### src/rtl/updown_count_ctrl_pkg.sv
// Shared definitions for the up/down count controller: FSM states,
// direction codes and the prescaler width rule.
package updown_count_ctrl_pkg;

  typedef enum logic [1:0] {
    IDLE = 2'd0,
    RUN  = 2'd1,
    DONE = 2'd2
  } state_t;

  localparam logic DIR_UP = 1'b1;
  localparam logic DIR_DN = 1'b0;

  // Prescale counter width: max(1, clog2(PRESCALE)).
  function automatic int pre_width(input int prescale);
    return (prescale <= 2) ? 1 : $clog2(prescale);
  endfunction

endpackage

### src/rtl/updown_count_ctrl_sat_updown_step.sv
// N-bit registered up/down counter that saturates at 0 and all-ones;
// clear has priority over enable.
module sat_updown_step
  import updown_count_ctrl_pkg::*;
#(
  parameter int N = 4
) (
  input  logic         clk,
  input  logic         rst_n,
  input  logic         i_en,
  input  logic         i_clr,
  input  logic         i_up_down,
  output logic [N-1:0] o_cnt
);

  logic [N-1:0] r_cnt;

  always_ff @(posedge clk or negedge rst_n) begin
    if (!rst_n) begin
      r_cnt <= '0;
    end else if (i_clr) begin
      r_cnt <= '0;
    end else if (i_en) begin
      if (i_up_down == DIR_UP) begin
        if (r_cnt != '1) r_cnt <= r_cnt + 1'b1;
      end else begin
        if (r_cnt != '0) r_cnt <= r_cnt - 1'b1;
      end
    end
  end

  assign o_cnt = r_cnt;

endmodule

### src/rtl/updown_count_ctrl.sv
// Command-driven sequencer: walks a saturating counter one LSB every
// PRESCALE cycles toward a latched target, then pulses done.
//   state | meaning
//   IDLE  | waiting for a command, cmd_ready high
//   RUN   | stepping toward the latched target
//   DONE  | one-cycle completion pulse
module updown_count_ctrl
  import updown_count_ctrl_pkg::*;
#(
  parameter int N        = 4,
  parameter int PRESCALE = 1
) (
  input  logic         clk,
  input  logic         rst_n,
  input  logic         i_cmd_valid,
  output logic         o_cmd_ready,
  input  logic [N-1:0] i_cmd_target,
  input  logic         i_cmd_clear,
  input  logic         i_abort,
  output logic [N-1:0] o_cnt,
  output logic         o_dir,
  output logic         o_busy,
  output logic         o_done
);

  localparam int            PW      = pre_width(PRESCALE);
  localparam logic [PW-1:0] PRE_MAX = PW'(PRESCALE - 1);
  localparam logic [PW-1:0] PRE_ONE = PW'(1);
  localparam logic [N:0]    EXT_ONE = (N+1)'(1);

  state_t        r_state;
  logic          r_dir;
  logic [N-1:0]  r_target;
  logic [PW-1:0] r_pre;

  logic [N-1:0]  w_cnt;
  logic          w_accept;
  logic          w_step;
  logic          w_last;
  logic [N:0]    w_cnt_x;
  logic [N:0]    w_tgt_x;

  assign w_accept = (r_state == IDLE) && i_cmd_valid;
  assign w_step   = (r_state == RUN) && (r_pre == PRE_MAX);
  assign w_cnt_x  = {1'b0, w_cnt};
  assign w_tgt_x  = {1'b0, r_target};
  // One extra bit so the "next step lands on target" test cannot wrap.
  assign w_last   = (r_dir == DIR_UP) ? (w_cnt_x + EXT_ONE == w_tgt_x)
                                      : (w_tgt_x + EXT_ONE == w_cnt_x);

  sat_updown_step #(.N(N)) u_step (
    .clk       (clk),
    .rst_n     (rst_n),
    .i_en      (w_step),
    .i_clr     (w_accept && i_cmd_clear),
    .i_up_down (r_dir),
    .o_cnt     (w_cnt)
  );

  always_ff @(posedge clk or negedge rst_n) begin
    if (!rst_n) begin
      r_state  <= IDLE;
      r_dir    <= DIR_UP;
      r_target <= '0;
      r_pre    <= '0;
    end else begin
      case (r_state)
        IDLE: begin
          if (i_cmd_valid) begin
            if (i_cmd_clear || (i_cmd_target == w_cnt)) begin
              r_state <= DONE;
            end else begin
              r_dir    <= (i_cmd_target > w_cnt) ? DIR_UP : DIR_DN;
              r_target <= i_cmd_target;
              r_pre    <= '0;
              r_state  <= RUN;
            end
          end
        end
        RUN: begin
          r_pre <= w_step ? '0 : r_pre + PRE_ONE;
          // Abort wins over a coinciding final step; the step itself still lands.
          if (i_abort)              r_state <= IDLE;
          else if (w_step && w_last) r_state <= DONE;
        end
        DONE:    r_state <= IDLE;
        default: r_state <= IDLE;
      endcase
    end
  end

  assign o_cmd_ready = (r_state == IDLE);
  assign o_busy      = (r_state == RUN);
  assign o_done      = (r_state == DONE);
  assign o_dir       = r_dir;
  assign o_cnt       = w_cnt;

endmodule
### config.mk
export PLATFORM = sky130hd
export DESIGN_NAME = updown_count_ctrl
export DESIGN_NICKNAME = d
export VERILOG_FILES = /design/src/rtl/updown_count_ctrl_pkg.sv /design/src/rtl/updown_count_ctrl_sat_updown_step.sv /design/src/rtl/updown_count_ctrl.sv
export SDC_FILE = /design/constraint.sdc
export NUM_CORES = 1
export LEC_CHECK = 0
export ABC_AREA = 1
export BUFFER_PORTS_ARGS = -buffer_cell sky130_fd_sc_hd__clkbuf_2
export CORE_ASPECT_RATIO = 0.8
export CORE_MARGIN = 5
export CORE_UTILIZATION = 45
export DETAILED_ROUTE_END_ITERATION = 8
export PLACE_DENSITY = 0.69
export SYNTH_ARGS = -nofsm -noshare
export SYNTH_HDL_FRONTEND = slang
export SYNTH_SLANG_ARGS = --single-unit
### constraint.sdc
create_clock -name clk -period 2 [get_ports clk]
set_input_delay 0.3 -clock clk [delete_from_list [all_inputs] [get_ports clk]]
set_output_delay 0.3 -clock clk [all_outputs]
set_load 0.005 [all_outputs]
## Word level (Yosys, flattened, before mapping)

Cells that the tools add are included.

- Multipliers: 0
- Divide/modulo/power cells: 0
- Add/sub/neg operators: 5
- Bitwise gates (word level): 2
- Order comparisons: 1
- Multiplexer cells: 16
- Reduce and logical (&&, ||, !) cells: 14
- Equality and inequality tests: 10
- Shift operators: 0

Operators by type and width:

| cell | number |
|---|---|
| two-way mux 4 bit | 5 |
| adder 4 x 1 -> 5 bit, second input constant | 2 |
| equality test 5 x 4 -> 1 bit | 2 |
| AND reduction 3 bit | 3 |
| two-way mux 2 bit | 4 |
| two-way mux 1 bit | 5 |
| adder 4 x 1 -> 4 bit, second input constant | 1 |
| equality test 4 bit | 1 |
| greater-than comparator 4 bit | 1 |
| logical AND 1 bit | 4 |
| != test 2 bit, second input constant | 2 |
| != test 4 bit, second input constant | 1 |
| one-hot mux 2 bit (2 select lines) | 1 |
| nonzero test 2 bit | 2 |
| nonzero test 4 bit | 1 |
| subtractor 4 x 1 -> 4 bit, second input constant | 1 |
| != test 3 x 1 -> 1 bit, second input constant | 1 |
| != test 3 x 2 -> 1 bit, second input constant | 1 |
| nonzero test 3 bit | 1 |
| equality test 2 x 1 -> 1 bit, second input constant | 1 |
| equality test 2 bit, second input constant | 1 |
| zero test 2 bit | 1 |
| NOT 1 bit | 2 |
| one-hot mux 1 bit (2 select lines) | 1 |
| other kinds (3) | 3 |

- Flip-flop bits (word level): 12
- Input port bits: 9
- Logic and storage cells: 53
- RAM bits: 0
- Memory bits (read-only): 0
- Output and inout bits: 8
- Latch bits: 0
- Memories: 0

## Depth between registers and ports, before layout

- Word-level depth: 7
- Gate-level depth with buffers: 11

## Cells and area by module

A second synthesis with hierarchy kept.

- Cells, all modules: 149
- Area total of the unflattened synthesis: 1,021.0 um^2

Modules (own cells, without submodules):

| module | sequential area each (um^2) | area an instance (um^2) | instances | cells an instance |
|---|---|---|---|---|
| updown_count_ctrl | 201.4 | 700.7 | 1 | 103 |
| sat_updown_step | 100.1 | 320.3 | 1 | 46 |

## Worst setup path after synthesis

No wires, ideal clock.

- Path kind: flip-flop to flip-flop
- From: register u_step.r_cnt[0] (netlist: u_step.o_cnt[0])
- To: register r_state[0]
- Arrival: 1.398 ns
- Stages on the path, launching flop included: 10
- Required time: 1.879 ns
- Setup time: 0.121 ns
- Setup slack: 0.482 ns
- Cell sequence: dfrtp_1 > inv_1 > ha_1 > xor2_1 > nor2_1 > nand3_1 > nand2_1 > nand3_2 > nand2_1 > nand2_1

- Cells in the longest elaborated chain, start to end: 6

RTL lines:

| what | RTL line | RTL |
|---|---|---|
| from (decl) | updown_count_ctrl_sat_updown_step.sv:16 | `logic [N-1:0] r_cnt;` |
| from (signal assigned) | updown_count_ctrl_sat_updown_step.sv:25 | `if (r_cnt != '1) r_cnt <= r_cnt + 1'b1;` |
| from (signal assigned) | updown_count_ctrl_sat_updown_step.sv:27 | `if (r_cnt != '0) r_cnt <= r_cnt - 1'b1;` |
| adder 4 x 1 -> 5 bit | updown_count_ctrl.sv:48 | `assign w_last = (r_dir == DIR_UP) ? (w_cnt_x + EXT_ONE == w_tgt_x)` |
| equality test 5 x 4 -> 1 bit | updown_count_ctrl.sv:48 |  |
| two-way mux 1 bit | updown_count_ctrl.sv:48 |  |
| logical AND 1 bit | updown_count_ctrl.sv:84 | `else if (w_step && w_last) r_state <= DONE;` |
| != test 3 x 2 -> 1 bit (no source line) | - |  |
| AND reduction 2 bit (no source line) | - |  |
| to (signal assigned) | updown_count_ctrl.sv:83 | `if (i_abort) r_state <= IDLE;` |
| to (signal assigned) | updown_count_ctrl.sv:84 |  |
| to (signal assigned) | updown_count_ctrl.sv:86 | `DONE: r_state <= IDLE;` |
| to (decl) | updown_count_ctrl.sv:31 | `state_t r_state;` |

Several ways; a longest one is shown, not always the timed one. The select of a mux whose other input is x is not followed.
A chain may end at the register's enable or synchronous reset.

## Final worst setup path

- From: register u_step.r_cnt[1] (netlist: u_step.o_cnt[1])
- To: register r_target[1]

- Cells in the longest elaborated chain, start to end: 4

RTL lines:

| what | RTL line | RTL |
|---|---|---|
| equality test 4 bit | updown_count_ctrl.sv:70 | `if (i_cmd_clear \|\| (i_cmd_target == w_cnt)) begin` |
| logical OR 1 bit | updown_count_ctrl.sv:70 |  |
| NOT 1 bit (no source line) | - |  |
| AND reduction 3 bit (no source line) | - |  |
| to (signal assigned) | updown_count_ctrl.sv:74 | `r_target <= i_cmd_target;` |
| to (decl) | updown_count_ctrl.sv:33 | `logic [N-1:0] r_target;` |

Every way passes these cells.

==> impl_metrics.ini <==
[status]
status = finished, final reports clean

[layout]
final_cell_mix = 31 x nand2_1, 17 x inv_1, 16 x clkbuf_2, 11 x nor2_1, 11 x dfrtp_1
fin_cells = 176
areaGrowthSynthToFinish_pct = 17.64
nets = 172
fill_cells = 181
diodes = 0
drive_above_1_share = 0.2105
final_common_cell = nand2_1
fin_area_um2 = 1110

[die]
num_rows = 14
start_util = 0.4852
die_area_um2 = 3118
die_w_um = 61.19
core_region_area_um2 = 1944
die_y_um = 50.96
ios = 17

[route]
via_per_inst = 5.057
wl_per_cell_um = 12.88
drc = 0
wl_mm = 2.267
ant_nets = 0
via_count = 890
firstDrtPassIters = 4
drt_iter0_drc = 19

[grt]
grt_remaining_overflow = 0
grt_max_degree = 13
grtUsageTotal = 0.1654
antenna_found_initial = 0
grt_pass1_wl_mm = 3.884
grt_pass1_vias = 878

[placed_design]
port_buffers = 16
place_inst = 171
dpl_cell_area_um2 = 1064
gp_congestion = 0.8255
hpwl_mm = 1.855

[logic_synthesis]
synth_fa_ha_area_frac = 0.1406
synth_area_um2 = 943.4
yosysWarnings = 0
yosys.area_share.simple = 0.2944
synth_top_area_frac = 0.2918
async_reset_ff_frac = 1.000
synth.area.mux_share = 0
syn_nets = 149
synth_area_leaders = dfrtp_1 29%, nand2_1 12%, ha_1 12%
ys_ff_latch = 12
avgSynthCellArea_um2 = 7.257
synth-main-ff-cell = dfrtp_1
synth_edf_count = 0
syn_inst = 130
synthXorXnorAreaFrac = 0.05570
synth_top_family_by_area = simple AND/OR/NAND/NOR gates
synth_top_cell_by_area = dfrtp_1
synth_cell_types = 24
synth_compound_area_frac = 0.1088
synth-seq-area-share = 0.3196

[sta]
setup_viol = 0
slew_headroom = 0.7226
rsz0062_at_grt = no
worst_pin_slew_ns = 0.4149
min_period_ns = 1.788
fmax_ghz = 0.5591
tns_ns = 0
hold_violations = 0
whs_ns = 0.2713
skew_ns = 0.004148
fin_crit_sh = 0.8942
slew_viol_final = 0

[worst_hold_path]
hold_path.class = in -> reg
min_from = i_cmd_target[0]

[clock_network]
cts_sinks = 12
cts_tree = done
clk_latency_ns = 0.27
clk_pin_slew_ns = 0.08
postCtsResizedCells = 0
root_buffer = clkbuf_4
cts_max_path_buffers = 2
htreeDepth = 1
cts_inserted_buffers = 3

[setup_path]
r2r-start = u_step.o_cnt[1]
critPathKind = reg -> reg
crit_fanout = 11
cp_data_arrival_time_ns = 1.94
end_kind = flip-flop
required_ns = 2.15
start_kind = flip-flop
worstSetupStartpoint = u_step.o_cnt[1]

[pwr]
power_uw = 1759
peakVddDrop_v = 0.0008356
leakagePower_uw = 0.0006018
p_per_area_nw_per_um2 = 1585

[job]
cap_violations = 0
worst max-delay path: stages, from the launching register on:
cell     delay, ns
dfrtp_1       0.47
inv_1         0.17
ha_1          0.32
nand4_1       0.12
nand3_1       0.32
nor2_1        0.19
a21oi_1       0.06
worst paths after layout:
| check | to | cells past startpoint | slack, ns |
|---|---|---|---|
| hold reg to reg | r_pre | 1 | 0.56 |
| setup / recovery | r_target[1] | 6 | 0.21 |
| setup reg to reg | r_target[1] | 6 | 0.21 |
| hold / removal | r_target[0] | 3 | 0.27 |
| min in group asynchronous | r_target[3] | 2 | 0.45 |
| max in group asynchronous | o_dir | 2 | 1.26 |
flip-flops by register name, summed over array words and instances, names as in the netlist:
name,cells
r_state,2
o_dir,1
r_pre,1
u_step.o_cnt,4
r_target,4
timing repair:
item	4_1_cts	5_1_grt
setup buffers	0	0
hold buffers	1	0
endpoints found under the hold margin	11	0
where the power goes:
group,switching [uW],internal (uW),leakage (uW)
Clock,85.8,111,0.0000210
Combinational,622,449,0.000434
Sequential,138,353,0.000147
Total,846,913,0.000602
cell families (layout without fill, tap and decap cells):
logic type | count (synthesis) | after routing
and+or+nand+nor | 63 | 63
xor gates and xnor gates | 6 | 6
AOI/OAI and AO/OA | 19 | 19
DFF | 12 | 12
adders and majority gates | 10 | 10
buffers and inverters | 20 | 42
stage by stage:
stage / setup slack (ns) / utilization
2_1_floorplan: 0.4815 / -
3_3_place_gp: 0.3017 / 0.5470
3_5_place_dp: 0.2351 / 0.5470
4_1_cts: 0.2186 / 0.5708
5_1_grt: 0.05646 / 0.5708
6_report: 0.2116 / 0.5708
layout make-up:
cell class | instances | area (um^2) | area share
Multi-Input combinational cell | 98 | 565.5 | 0.5096
Sequential cell | 12 | 301.5 | 0.2717
Timing Repair Buffer | 19 | 105.1 | 0.09470
Inverter | 19 | 71.32 | 0.06426
Clock buffer | 4 | 36.28 | 0.03269
Tap cell | 24 | 30.03 | 0.02706
cell usage after synthesis (3+ instances only):
cell type / n
inv_1: 17
o21ai_0: 5
xnor2_1: 5
nand2_1: 31
a21oi_1: 10
dfrtp_1: 11
ha_1: 9
nand3_1: 10
nor2_1: 11
nor2_2: 3
routing by layer:
metal,track usage,wire length [um]
met1,0.2157,1033
met2,0.2746,1121
met3,0.05793,113
met4,0.01083,0
met5,0,0
No activity file was read; power rests on OpenSTA's default activity.
